==> src/rtl/pg_precompute_stage.sv <==
// Bitwise generate/propagate precompute stage for a parallel-prefix adder.
// A 2-entry in-order skid buffer decouples the operand handshake from the prefix tree.
module pg_precompute_stage #(
  parameter int WIDTH = 16
) (
  input  logic             clk,
  input  logic             rst,
  input  logic [WIDTH-1:0] a,
  input  logic [WIDTH-1:0] b,
  input  logic             cin,
  input  logic             in_valid,
  output logic             in_ready,
  output logic [WIDTH:0]   G,
  output logic [WIDTH:0]   P,
  output logic             out_valid,
  input  logic             out_ready,
  output logic [1:0]       occupancy
);

  localparam logic [1:0] OCC_EMPTY = 2'd0;
  localparam logic [1:0] OCC_ONE   = 2'd1;
  localparam logic [1:0] OCC_FULL  = 2'd2;

  logic [WIDTH:0] gen_w;
  logic [WIDTH:0] prop_w;

  logic [WIDTH:0] head_g_q, head_g_d;
  logic [WIDTH:0] head_p_q, head_p_d;
  logic [WIDTH:0] tail_g_q, tail_g_d;
  logic [WIDTH:0] tail_p_q, tail_p_d;
  logic [1:0]     occ_q, occ_d;

  logic accept;
  logic release_w;

  // Position 0 carries cin into the tree as a pure generate.
  assign gen_w[0]  = cin;
  assign prop_w[0] = 1'b0;

  generate
    for (genvar gi = 0; gi < WIDTH; gi++) begin : g_bit_pg
      assign gen_w[gi+1]  = a[gi] & b[gi];
      assign prop_w[gi+1] = a[gi] ^ b[gi];
    end
  endgenerate

  // Handshake flags depend only on registered occupancy, never on out_ready.
  assign in_ready  = (occ_q != OCC_FULL);
  assign out_valid = (occ_q != OCC_EMPTY);
  assign accept    = in_valid && in_ready;
  assign release_w = out_valid && out_ready;

  always_comb begin
    head_g_d = head_g_q;
    head_p_d = head_p_q;
    tail_g_d = tail_g_q;
    tail_p_d = tail_p_q;
    occ_d    = occ_q;
    unique case (occ_q)
      OCC_EMPTY: begin
        if (accept) begin
          head_g_d = gen_w;
          head_p_d = prop_w;
          occ_d    = OCC_ONE;
        end
      end
      OCC_ONE: begin
        if (accept && release_w) begin
          head_g_d = gen_w;
          head_p_d = prop_w;
        end else if (accept) begin
          tail_g_d = gen_w;
          tail_p_d = prop_w;
          occ_d    = OCC_FULL;
        end else if (release_w) begin
          occ_d = OCC_EMPTY;
        end
      end
      OCC_FULL: begin
        if (release_w) begin
          head_g_d = tail_g_q;
          head_p_d = tail_p_q;
          occ_d    = OCC_ONE;
        end
      end
      default: begin
        occ_d = OCC_EMPTY;
      end
    endcase
  end

  always_ff @(posedge clk or posedge rst) begin
    if (rst) begin
      head_g_q <= '0;
      head_p_q <= '0;
      tail_g_q <= '0;
      tail_p_q <= '0;
      occ_q    <= OCC_EMPTY;
    end else begin
      head_g_q <= head_g_d;
      head_p_q <= head_p_d;
      tail_g_q <= tail_g_d;
      tail_p_q <= tail_p_d;
      occ_q    <= occ_d;
    end
  end

  assign G         = head_g_q;
  assign P         = head_p_q;
  assign occupancy = occ_q;

endmodule

==> config.mk <==
export PLATFORM = sky130hd
export DESIGN_NAME = pg_precompute_stage
export DESIGN_NICKNAME = d
export VERILOG_FILES = /design/src/rtl/pg_precompute_stage.sv
export SDC_FILE = /design/constraint.sdc
export NUM_CORES = 1
export LEC_CHECK = 0
export BUFFER_PORTS_ARGS = -buffer_cell sky130_fd_sc_hd__buf_4
export CORE_MARGIN = 2
export CORE_UTILIZATION = 54
export CTS_CLUSTER_DIAMETER = 40
export CTS_CLUSTER_SIZE = 14
export DETAILED_ROUTE_END_ITERATION = 10
export GPL_TIMING_DRIVEN = 0
export PLACE_DENSITY = 0.79
export REMOVE_ABC_BUFFERS = 1
export SLEW_MARGIN = 15
export SYNTH_ARGS = -nofsm -noshare
export SYNTH_HDL_FRONTEND = slang
export SYNTH_SLANG_ARGS = --single-unit
==> constraint.sdc <==
create_clock -name clk -period 2.54 [get_ports clk]
set_input_delay 0.508 -clock clk [delete_from_list [all_inputs] [get_ports clk]]
set_output_delay 0.508 -clock clk [all_outputs]
set_load 0.01 [all_outputs]
Yosys cells after proc, flatten, opt, wreduce, memory -nomap -nowiden
Cells that the tools add are included.
Cells by class
  equality and inequality tests: 8
  mux-type cells: 14
  bitwise logic cells: 33
  reduce and logical (&&, ||, !) cells: 9
Operators by type and width (number)
  17-bit 2-to-1 mux: 6
  17-bit one-hot mux with 3 select lines: 2
  1-bit bitwise AND: 16
  1-bit bitwise XOR: 16
  2-bit 2-to-1 mux: 5
  2-bit inequality test (second input constant): 5
  4-bit AND reduction: 2
  2-bit one-hot mux with 3 select lines: 1
  1-bit logical AND: 3
  3-bit inequality test (second input constant): 1
  3-bit AND reduction: 1
  3-bit nonzero test: 1
  2-bit by 1-bit == test with 1-bit output (second input constant): 1
  2-bit == test (second input constant): 1
  2-bit zero test: 1
  2-bit nonzero test: 1
  1-bit inverter: 1
Storage, ports and cells
  register bits: 69
  input port bits: 37
  word-level logic and storage cells: 69

Longest topological paths before layout
Gate-level depths: netlist of the first run.
  word-level depth: 6
  mapped depth: 5

Worst setup path before layout of the first run
Ideal clock, no wire load.
  kind: in2reg
  start: input in_valid
  end: register tail_g_q[0]
  arrival: 1.517 ns
  data required time: 2.415 ns
  slack: 0.899 ns
  stages: 5
  cells stage by stage: nor2b_2 > and3b_2 > buf_2 > buf_6 > mux2_2
On the way
  cells in the longest elaborated chain, start to end: 4
RTL lines
  from (decl): RTL line 11  | input logic in_valid,
  1-bit logical AND (*): RTL line 50  | assign accept = in_valid && in_ready;
  1-bit logical AND: RTL line 68  | if (accept && release_w) begin
  1-bit inverter (no source line)
  3-bit AND reduction (no source line) (*)
  to (signal assigned): RTL line 102  | tail_g_q <= tail_g_d;
  to (decl): RTL line 29  | logic [WIDTH:0] tail_g_q, tail_g_d;
Every way passes the cells marked *; elsewhere a longest branch is shown, timed or not.
A chain may end at the register's enable or synchronous reset.

Worst setup path after layout of the first run
  start: register occ_q[0], in the netlist occupancy[0]
  end: output in_ready
On the way
  cells in the longest elaborated chain, start to end: 1
RTL lines
  from (decl): RTL line 31  | logic [1:0] occ_q, occ_d;
  from (signal assigned): RTL line 98  | occ_q <= OCC_EMPTY;
  from (signal assigned): RTL line 104  | occ_q <= occ_d;
  2-bit inequality test: RTL line 48  | assign in_ready = (occ_q != OCC_FULL);
  to (decl): RTL line 12  | output logic in_ready,
Every way passes these cells.

==> impl_results.md, run 1 <==
* Status: finished clean
* Hold Path Class: in2async
* FF+latch count, synth at just under 70
* Total core area at around 0.0063 mm²
* Die area at around 0.0071 mm²
* Final WL at about 5700 µm
* I/O Buffers at 73
* Global route overflow at 0
* RSZ-0062 raised after global routing: false
* Residual DRC at 0
* CP max FO at 19
* GPL Wtd Cong at 0.679
* First-pass GRT wire length at around 10000 µm
* PnR Total Power at 3580 µW
* Fmax at 426 MHz
* Most frequent cells in the layout: buf_4, dfrtp_1, mux2_4
* Worst path required time at 2.03 ns
* Synthesized area per cell at approximately 17 µm²
* Clock sink count at slightly below 70
* Width of the chip at about 84 µm
* Fin Setup TNS at 0 ns
* Syn-to-layout area delta at 22.2%
* Core Util, Final at roughly two thirds
* Int Power at roughly 2600 µW
* Leak at about 0.0022 µW
* Cell area power density at between 800 and 900 mW/mm²
* Slowest-stage cell, CP: nand2b_2
* Clk_lat worst skew at about 0.32 ns
* CTS Buffer Depth at 2
* Tmin final at ~2.3 ns
* Switching share of power at between 20% and 30%
* Commonest non-fill, non-tap cell in the layout: buf_4
* DP HPWL at ~4000 µm
* Combinational share of power at between 30% and 40%
* H-Tree Level Count at 3
* Placed Instances at roughly 350
* Post-CTS Setup Bufs at 0
* Filler cells at 444
* Slew margin rel. at between 40% and 50%
* Iteration-0 DRC Markers at 57
* Sequential cell area fraction in the yosys report at 49.1%
* Post-Syn Instances at 208
* Slew Limit Fails at 0
* Synth unique cells at 20
* Post-CTS sizing at 0
* Post-synth EDFFs at 0
* Initial Util at 55.2%
* Post-CTS Hold Buffers at 0
* Net switching power at 958 µW
* Yosys top cell area share at roughly half
* WP data arrival at about 1.8 ns
* CP peak stage delay at 0.59 ns
* Largest net degree at the start of global routing at 57
* Row cnt at 29
* Hold Vio Cnt, Final at 0
* Sequential power share at 45.4%
* Tot GR Track Use at 17.8%
* ANT cells at 0
* Tightest Pin Transition at between 0.7 and 0.8 ns
* Number of global-route vias before repair at just over 2000
* Number of routed nets with antenna violations at 0
* Final instance area at ~0.0042 mm²
* Area leader, netlist: dfrtp_1
* Critical path cell sequence: nand2b_2 -> buf_12 -> buf_4
* # Max-Cap Violations at 0
* Area after DPL at 0.00405 mm²
* Clk slew on worst S/H paths at 0.07 ns
* Io pins at 75
* Nets at about 340
* Ys flop type: dfrtp_1
* DR vias at around 1900
* Crit path kind: reg2out
* Netlist Area Pre-Place at 0.00347 mm²
* Ys Warns at 0
* Antenna violations before repair at 0
* Final Setup Violations at 0
* CP Launch Type: flop
* Die height at about 84 µm
* First-pass DRT Iterations at 3
* Clk_skew at 0.00547 ns
* Avg WL per Cell at 15.8 µm
* Asr flop ratio synth at between 90% and 100%
* Synth top area cells: dfrtp_1, mux2_4, mux2_2
* CTS buffer count at 9
* Layout cells sized above 1 at 67.9%
* CTS Root Cell: clkbuf_8
* Final worst-path cycle share at 92.4%
* Max VDD drop at 470 µV
* Post-Layout Cell Count at 364
* Vias per cell at a little over 5
* Crit. End Element: primary output
* CTS tree: built
* Clock power frac at 23.0%
cells by family (layout without fill, tap and decap cells):
family,after synthesis,after routing,share of synthesized area [%]
flops,68,68,49.1
other cells,1,1,0.108
compound gates,4,4,1.26
mux,100,100,38.5
fa+ha+maj,16,16,5.77
buf+inv,13,92,4.04
simple gates,6,6,1.23
power groups by stage:
| stage | clock [µW] | sequential (µW) | combinational (µW) |
|---|---|---|---|
| detailed placement | 0 | 1640 | 1150 |
| CTS | 853 | 1630 | 1150 |
| floorplan | 0 | 1670 | 667 |
| finish | 824 | 1630 | 1130 |
| global route | 900 | 1670 | 1220 |
| global placement | 0 | 1620 | 1110 |
cell usage after synthesis (2+ instances only):
master and number:
mux2_4 56, ha_1 16, mux2_2 43, a21oi_1 2, dfrtp_1 68, buf_6 7
buf_8 3
worst max-delay path, delay by kind of cell, from the launching register on:
family                 cells  cell delay [ns]
AND/OR/NAND/NOR            1             0.59
flip-flops                 1             0.49
buffers and inverters      2             0.42
path summary, 6_finish.rpt:
check	startpoint	end	slack [ns]	cells after the start
max in group asynchronous	rst	P[4]$_DFFE_PP0P_	1.93	3
worst min-delay path	rst	G[1]$_DFFE_PP0P_	0.1	2
worst max register to register	occupancy[0]$_DFFE_PP0P_	G[4]$_DFFE_PP0P_	0.44	4
min in group clk	out_ready	occupancy[1]$_DFFE_PP0P_	0.39	2
worst max-delay path	occupancy[0]$_DFFE_PP0P_	in_ready	0.19	3
worst min register to register	tail_g_q[4]$_DFFE_PP0P_	tail_g_q[4]$_DFFE_PP0P_	0.50	1
through the flow:
step	worst slack, ns	hold slack [ns]
2_1_floorplan	-0.113	0.477
3_3_place_gp	-0.572	0.487
3_5_place_dp	0.368	0.445
4_1_cts	0.147	0.0841
5_1_grt	0.0710	0.0922
6_report	0.193	0.0965
layout make-up:
| class | count | area (µm²) | share of cell area, % |
|---|---|---|---|
| flip-flops and latches | 68 | 1700 | 40.2 |
| multi-input cells | 127 | 1630 | 38.4 |
| repair buffers | 76 | 616 | 14.5 |
| clock buffers | 14 | 183 | 4.31 |
| well taps | 77 | 96.3 | 2.27 |
| inverters | 1 | 6.26 | 0.148 |
| clock inverters | 1 | 5.00 | 0.118 |
state kept, by name, summed over array words and instances (netlist names):
name,flops
G,17
tail_p_q,16
tail_g_q,17
occupancy,2
P,16
layer usage:
metal	track usage [%]	part of all wire [%]	vias up
met1	23.6	45	937
met4	7.04	1.1	0
met2	28.1	48	52
li1	-	-	892
met5	0	0	-
met3	4.62	5.9	6
Note: power is estimated with default switching activity, not from simulation.
==> run 2: changes to the inputs <==
--- a/config.mk
+++ b/config.mk
@@ -6,7 +6,6 @@
 export NUM_CORES = 1
 export LEC_CHECK = 0
 export BUFFER_PORTS_ARGS = -buffer_cell sky130_fd_sc_hd__buf_4
-export CORE_MARGIN = 2
 export CORE_UTILIZATION = 54
 export CTS_CLUSTER_DIAMETER = 40
 export CTS_CLUSTER_SIZE = 14
==> run 2 against run 1 <==
  * Non-clock buffer count stayed put
  * Flip-flop and latch count is the same
  * Cell area about the same
  * Register-to-register slack improved by 0.03 ns
  * Via count rose by 0.37%
  * Die area decreased by 4.7%
  * Hold slack better by 0.044 ns
  * Total power increased by 0.34%
  * Utilization is 2.4 points higher
  * Sequential share of layout area hardly changed
  * Combinational power hardly changed
  * Critical path type unchanged
==> impl_results.md, run 2 (same netlist as run 1, synthesis figures left out) <==
* CTS Root Cell: clkbuf_8
* Dpl ws at roughly 0.33 ns
* I/O Buffers at between 70 and 80
* Antenna violations before repair at 0
* DP HPWL at 3760 µm
* CTS buffer count at 9
* Hold_ws at around 0.14 ns
* Clock sink count at 68
* Clk_skew at about 0.0083 ns
* Width of the chip at around 82 µm
* Tmin final at 2.26 ns
* Status: finished clean
* Die height at ~82 µm
* Leak at 0.00216 µW
* Most frequent cells in the layout: buf_4, dfrtp_1, mux2_4
* Fmax at 442 MHz
* Nets at between 300 and 400
* Slew Limit Fails at 0
* Clk_lat worst skew at ~0.34 ns
* CP Launch Type: flop
* Residual DRC at 0
* Iteration-0 DRC Markers at between 60 and 70
* Max VDD drop at approximately 550 µV
* GPL Wtd Cong at 0.662
* Avg WL per Cell at between 15 and 20 µm
* Commonest non-fill, non-tap cell in the layout: buf_4
* First-pass DRT Iterations at 2
* Final Setup Violations at 0
* Tot GR Track Use at 18.8%
* Row cnt at 28
* First-pass GRT wire length at approximately 9000 µm
* Largest net degree at the start of global routing at between 40 and 50
* DR vias at between 1500 and 2000
* Final WL at 5500 µm
* Core Util, Final at 69.9%
* ANT cells at 0
* Hold Path Class: in2async
* Clk slew on worst S/H paths at ~0.070 ns
* Tightest Pin Transition at roughly 0.80 ns
* Post-CTS Setup Bufs at 0
* Number of global-route vias before repair at just under 2000
* H-Tree Level Count at 3
* Post-CTS sizing at 0
* Cell area power density at 849 mW/mm²
* Final worst-path cycle share at between 80% and 90%
* WP data arrival at ~1.8 ns
* Total core area at around 0.0061 mm²
* Crit. End Element: primary output
* # Max-Cap Violations at 0
* Syn-to-layout area delta at 22.2%
* Slew margin rel. at ~47%
* CTS Buffer Depth at 2
* Crit path kind: reg2out
* Io pins at 75
* Initial Util at between 50% and 60%
* CP max FO at 22
* Hold Vio Cnt, Final at 0
* CTS tree: built
* RSZ-0062 raised after global routing: false
* Final WS setup at between 0.2 and 0.3 ns
* Worst path required time at about 2.0 ns
* Post-CTS Hold Buffers at 0
* Vias per cell at about 5.2
* Layout cells sized above 1 at between 60% and 70%
* Global route overflow at 0
* Die area at approximately 0.0067 mm²
* Number of routed nets with antenna violations at 0
## run 2: changes by cell type in the layout (fill, tap and decap cells not counted)
| cell | delta |
|---|---|
| clkbuf_8 | -4 |
| clkinv_2 | +2 |
| buf_12 | -1 |
| buf_16 | +1 |
| bufinv_16 | +1 |
| clkbuf_1 | +1 |
| clkinvlp_4 | +1 |
## run 2: cell type report
class                   instances  area (µm²)
well taps                      75        93.8
clock inverters                 5        52.6
repair buffers                 76         623
inverters                       1        6.26
clock buffers                  11         131
fillers                       432        1820
flip-flops and latches         68        1700
multi-input cells             127        1630
## run 2: power breakdown
part	switching [µW]	internal, µW
clock	395	449
sequential	192	1430
combinational	386	746
total	973	2620
## run 2: worst max-delay path, cell delays in order, from the launching register on
cell and delay [ns]:
dfrtp_1 0.48, nand2b_2 0.50, buf_12 0.27, buf_4 0.15
## run 2: final timing paths
path | slack, ns | depth (start not counted) | to | start
setup / recovery | 0.28 | 3 | in_ready | occupancy[0]$_DFFE_PP0P_
hold / removal | 0.14 | 2 | tail_p_q[6]$_DFFE_PP0P_ | rst
setup reg to reg | 0.47 | 4 | G[5]$_DFFE_PP0P_ | occupancy[1]$_DFFE_PP0P_
hold reg to reg | 0.51 | 1 | tail_p_q[5]$_DFFE_PP0P_ | tail_p_q[5]$_DFFE_PP0P_
max in group asynchronous | 1.88 | 3 | tail_g_q[4]$_DFFE_PP0P_ | rst
min in group clk | 0.38 | 2 | occupancy[1]$_DFFE_PP0P_ | out_ready
## run 2: through the flow
step	total power, µW	cells	cell area [µm²]	TNS, ns
global route	3810	363	4240	0
finish	3600	363	4240	0
detailed placement	2790	347	4050	0
CTS	3640	363	4240	0
floorplan	2340	196	3330	-1.43
global placement	2730	344	3970	-56.01
## run 2: metal layers
metal	routed length [µm]	share of wire (%)	track usage (%)
met1	2650	48	24.4
met5	0	0	0
met3	290	5.3	5.16
met2	2480	45	29.0
met4	80	1.5	8.95
==> run 3: changes to the inputs <==
--- a/config.mk
+++ b/config.mk
@@ -5,13 +5,14 @@
 export SDC_FILE = /design/constraint.sdc
 export NUM_CORES = 1
 export LEC_CHECK = 0
+export ABC_AREA = 1
 export BUFFER_PORTS_ARGS = -buffer_cell sky130_fd_sc_hd__buf_4
-export CORE_UTILIZATION = 54
+export CORE_UTILIZATION = 55
 export CTS_CLUSTER_DIAMETER = 40
 export CTS_CLUSTER_SIZE = 14
 export DETAILED_ROUTE_END_ITERATION = 10
 export GPL_TIMING_DRIVEN = 0
-export PLACE_DENSITY = 0.79
+export PLACE_DENSITY = 0.8
 export REMOVE_ABC_BUFFERS = 1
 export SLEW_MARGIN = 15
 export SYNTH_ARGS = -nofsm -noshare
==> run 3 against run 2 <==
  * First-iteration DRC count grew to 3.7 times the previous value
  * Die area is 0.50% lower
  * Global-route usage is 7.4 points higher
  * Synthesized cell count is 110% higher
  * Final cell count is 56% higher
  * Synthesized area is 1.3% higher
  * Non-clock buffer count is 1 lower
  * Critical endpoint unchanged
  * Highest routed layer unchanged
==> impl_results.md, run 3 <==
* Status: finished clean
* Ys Warns at 0
* Post-synthesis mux area share at 0%
* Netlist Area Pre-Place at between 0.003 and 0.004 mm²
* CTS Root Cell: clkbuf_8
* Slew Limit Fails at 0
* Worst setup endpoint: in_ready
* Io pins at between 70 and 80
* GPL Wtd Cong at between 0.8 and 0.9
* Commonest non-fill, non-tap cell in the layout: nand2_1
* Worst r2r dst: G[15]$_DFFE_PP0P_
* Worst path required time at 2.03 ns
* Initial Util at between 50% and 60%
* CP peak stage delay at 0.47 ns
* Vias per cell at 5.31
* Tot GR Track Use at a little over a quarter
* Row cnt at 28
* Tmin final at 2.34 ns
* Compound-cell area share of the yosys netlist at 6.45%
* Max VDD drop at ~570 µV
* Synth top area cells: dfrtp_1, nand2_1, nand3_1
* Post-Synth Simple-Gate Area at 29.6%
* Die area at about 0.0067 mm²
* Nets at between 500 and 600
* Yosys top cell area share at around half
* CP Launch Type: flop
* Number of global-route vias before repair at slightly below 3000
* Layout cells sized above 1 at ~23%
* Post-Syn Instances at between 400 and 500
* Number of routed nets with antenna violations at 0
* Sequential cell area fraction in the yosys report at ~48%
* CTS tree: built
* Crit path kind: reg2out
* Hold Vio Cnt, Final at 0
* Worst setup path startpoint: occupancy[0]$_DFFE_PP0P_
* Clk_skew at ~0.012 ns
* First-pass DRT Iterations at 4
* Largest net degree at the start of global routing at between 60 and 70
* Final worst-path cycle share at 92.2%
* Asr flop ratio synth at 100%
* # Max-Cap Violations at 0
* Fin Setup TNS at 0 ns
* Final Setup Violations at 0
* Antenna violations before repair at 0
* Clock sink count at 68
* Reg2reg setup slack at roughly 0.3 ns
* Filler cells at 490
* Most frequent cells in the layout: nand2_1, buf_4, dfrtp_1, nand3_1, inv_1
* Ys flop type: dfrtp_1
* Post-CTS Hold Buffers at 0
* Hold_ws at between 0.07 and 0.08 ns
* Most common library cells after synthesis: nand2_1, dfrtp_1, nand3_1, inv_1, ha_1
* FF+latch count, synth at between 60 and 70
* Iteration-0 DRC Markers at around 240
* Clk slew on worst S/H paths at 0.08 ns
* CTS Buffer Depth at 2
* DP HPWL at 4810 µm
* Crit. End Element: primary output
* I/O Buffers at 73
* Die height at just over 80 µm
* Final WL at 7970 µm
* Clk_lat worst skew at roughly 0.34 ns
* Hold Path Class: in2async
* RSZ-0062 raised after global routing: false
* Post-CTS Setup Bufs at 0
* Post-synth EDFFs at 0
* H-Tree Level Count at 3
* Most numerous cell in the Yosys netlist: nand2_1
* Adder-cell share of the synthesized area at 5.70%
* Global route overflow at 0
* Synthesized area per cell at 8.19 µm²
* CTS buffer count at 9
* Slowest-stage cell, CP: dfrtp_1
* DR vias at between 3000 and 4000
* Area leader, netlist: dfrtp_1
* CP max FO at 36
* Worst reg-to-reg path cell count at 6
* Area after DPL at approximately 0.0040 mm²
* Syn-to-layout area delta at 20.8%
* Fmax at 427 MHz
* Reg-to-reg startpoint: occupancy[0]$_DFFE_PP0P_
* ANT cells at 0
* First-pass GRT wire length at 13200 µm
* Width of the chip at slightly above 80 µm
* Avg WL per Cell at 14.0 µm
* Leak at about 0.0024 µW
* Residual DRC at 0
* XOR/XNOR share of the synthesized area at 0%
* Critical path cell sequence: inv_4 -> nand2_4 -> buf_4
* Main combinational cell family by area after synthesis: simple AND/OR/NAND/NOR gates
* Final instance area at 0.00424 mm²
* Total core area at 0.00603 mm²
* WP data arrival at 1.83 ns
* Cell area power density at between 900 and 1000 mW/mm²
* Synth unique cells at 20
==> run 3: cell types whose count changed in the layout (fill, tap and decap cells not counted), sizes merged, moves of 3 or more <==
cell and change:
nand2 +174, mux2 -99, nand3 +67, inv +38, o21ai +33, clkbuf +4, clkinv -3
==> run 3: power by group <==
part           internal (µW)  leakage [µW]  switching, µW
registers               1510      0.000865            292
clock network            536      0.000104            393
logic                    615       0.00141            781
==> run 3: cells by family (layout without fill, tap and decap cells) <==
| logic type | count (synthesis) | count (layout) |
|---|---|---|
| AO/OA/AOI/OAI | 35 | 35 |
| adder cells (fa/ha/maj) | 16 | 16 |
| buffers and inverters | 66 | 130 |
| flip-flops | 68 | 68 |
| other | 1 | 1 |
| AND/OR/NAND/NOR | 243 | 243 |
==> run 3: layer usage <==
metal / part of all wire [%] / global-route usage (%) / vias up
li1: - / - / 1474
met1: 42 / 31.1 / 1427
met2: 51 / 45.0 / 101
met3: 5.2 / 4.44 / 15
met4: 2.0 / 14.0 / 0
met5: 0 / 0 / -
==> run 3: metrics by stage <==
| step | utilization [%] | setup slack (ns) | total power [µW] | std cells |
|---|---|---|---|---|
| after floorplan | - | 0.120 | 2540 | 402 |
| after global placement | 65.8 | -0.651 | 3130 | 550 |
| after detailed placement | 66.8 | -0.0744 | 3210 | 552 |
| after CTS | 70.3 | 0.156 | 4150 | 568 |
| after global routing | 70.4 | 0.102 | 4400 | 568 |
| final | 70.4 | 0.198 | 4130 | 568 |
==> run 3: worst min-delay path by stage <==
stage	to	cells past startpoint
floorplan	tail_p_q[1]$_DFFE_PP0P_	2
global placement	G[2]$_DFFE_PP0P_	2
detailed placement	tail_p_q[16]$_DFFE_PP0P_	2
CTS	tail_p_q[16]$_DFFE_PP0P_	2
global route	P[5]$_DFFE_PP0P_	2
finish	P[1]$_DFFE_PP0P_	2
==> run 3: layout make-up <==
class,count,area [µm²],area share (%)
Clock buffer,15,176,4.16
Clock inverter,1,30.0,0.708
Inverter,39,154,3.63
Multi-Input combinational cell,295,1490,35.1
Sequential cell,68,1710,40.2
Tap cell,75,93.8,2.21
Timing Repair Buffer,75,596,14.0
==> run 3: repair_timing <==
action,in CTS,in global routing
cloned,0,0
gates resized for setup,2,1
setup endpoints to repair,34,4
endpoints found under the hold margin,0,0
pin swaps,0,0
==> run 3: critical path: cells and delay by family, from the launching register on <==
kind          cells  cell delay (ns)
buf+inv           2             0.63
flops             1             0.47
simple gates      1             0.36
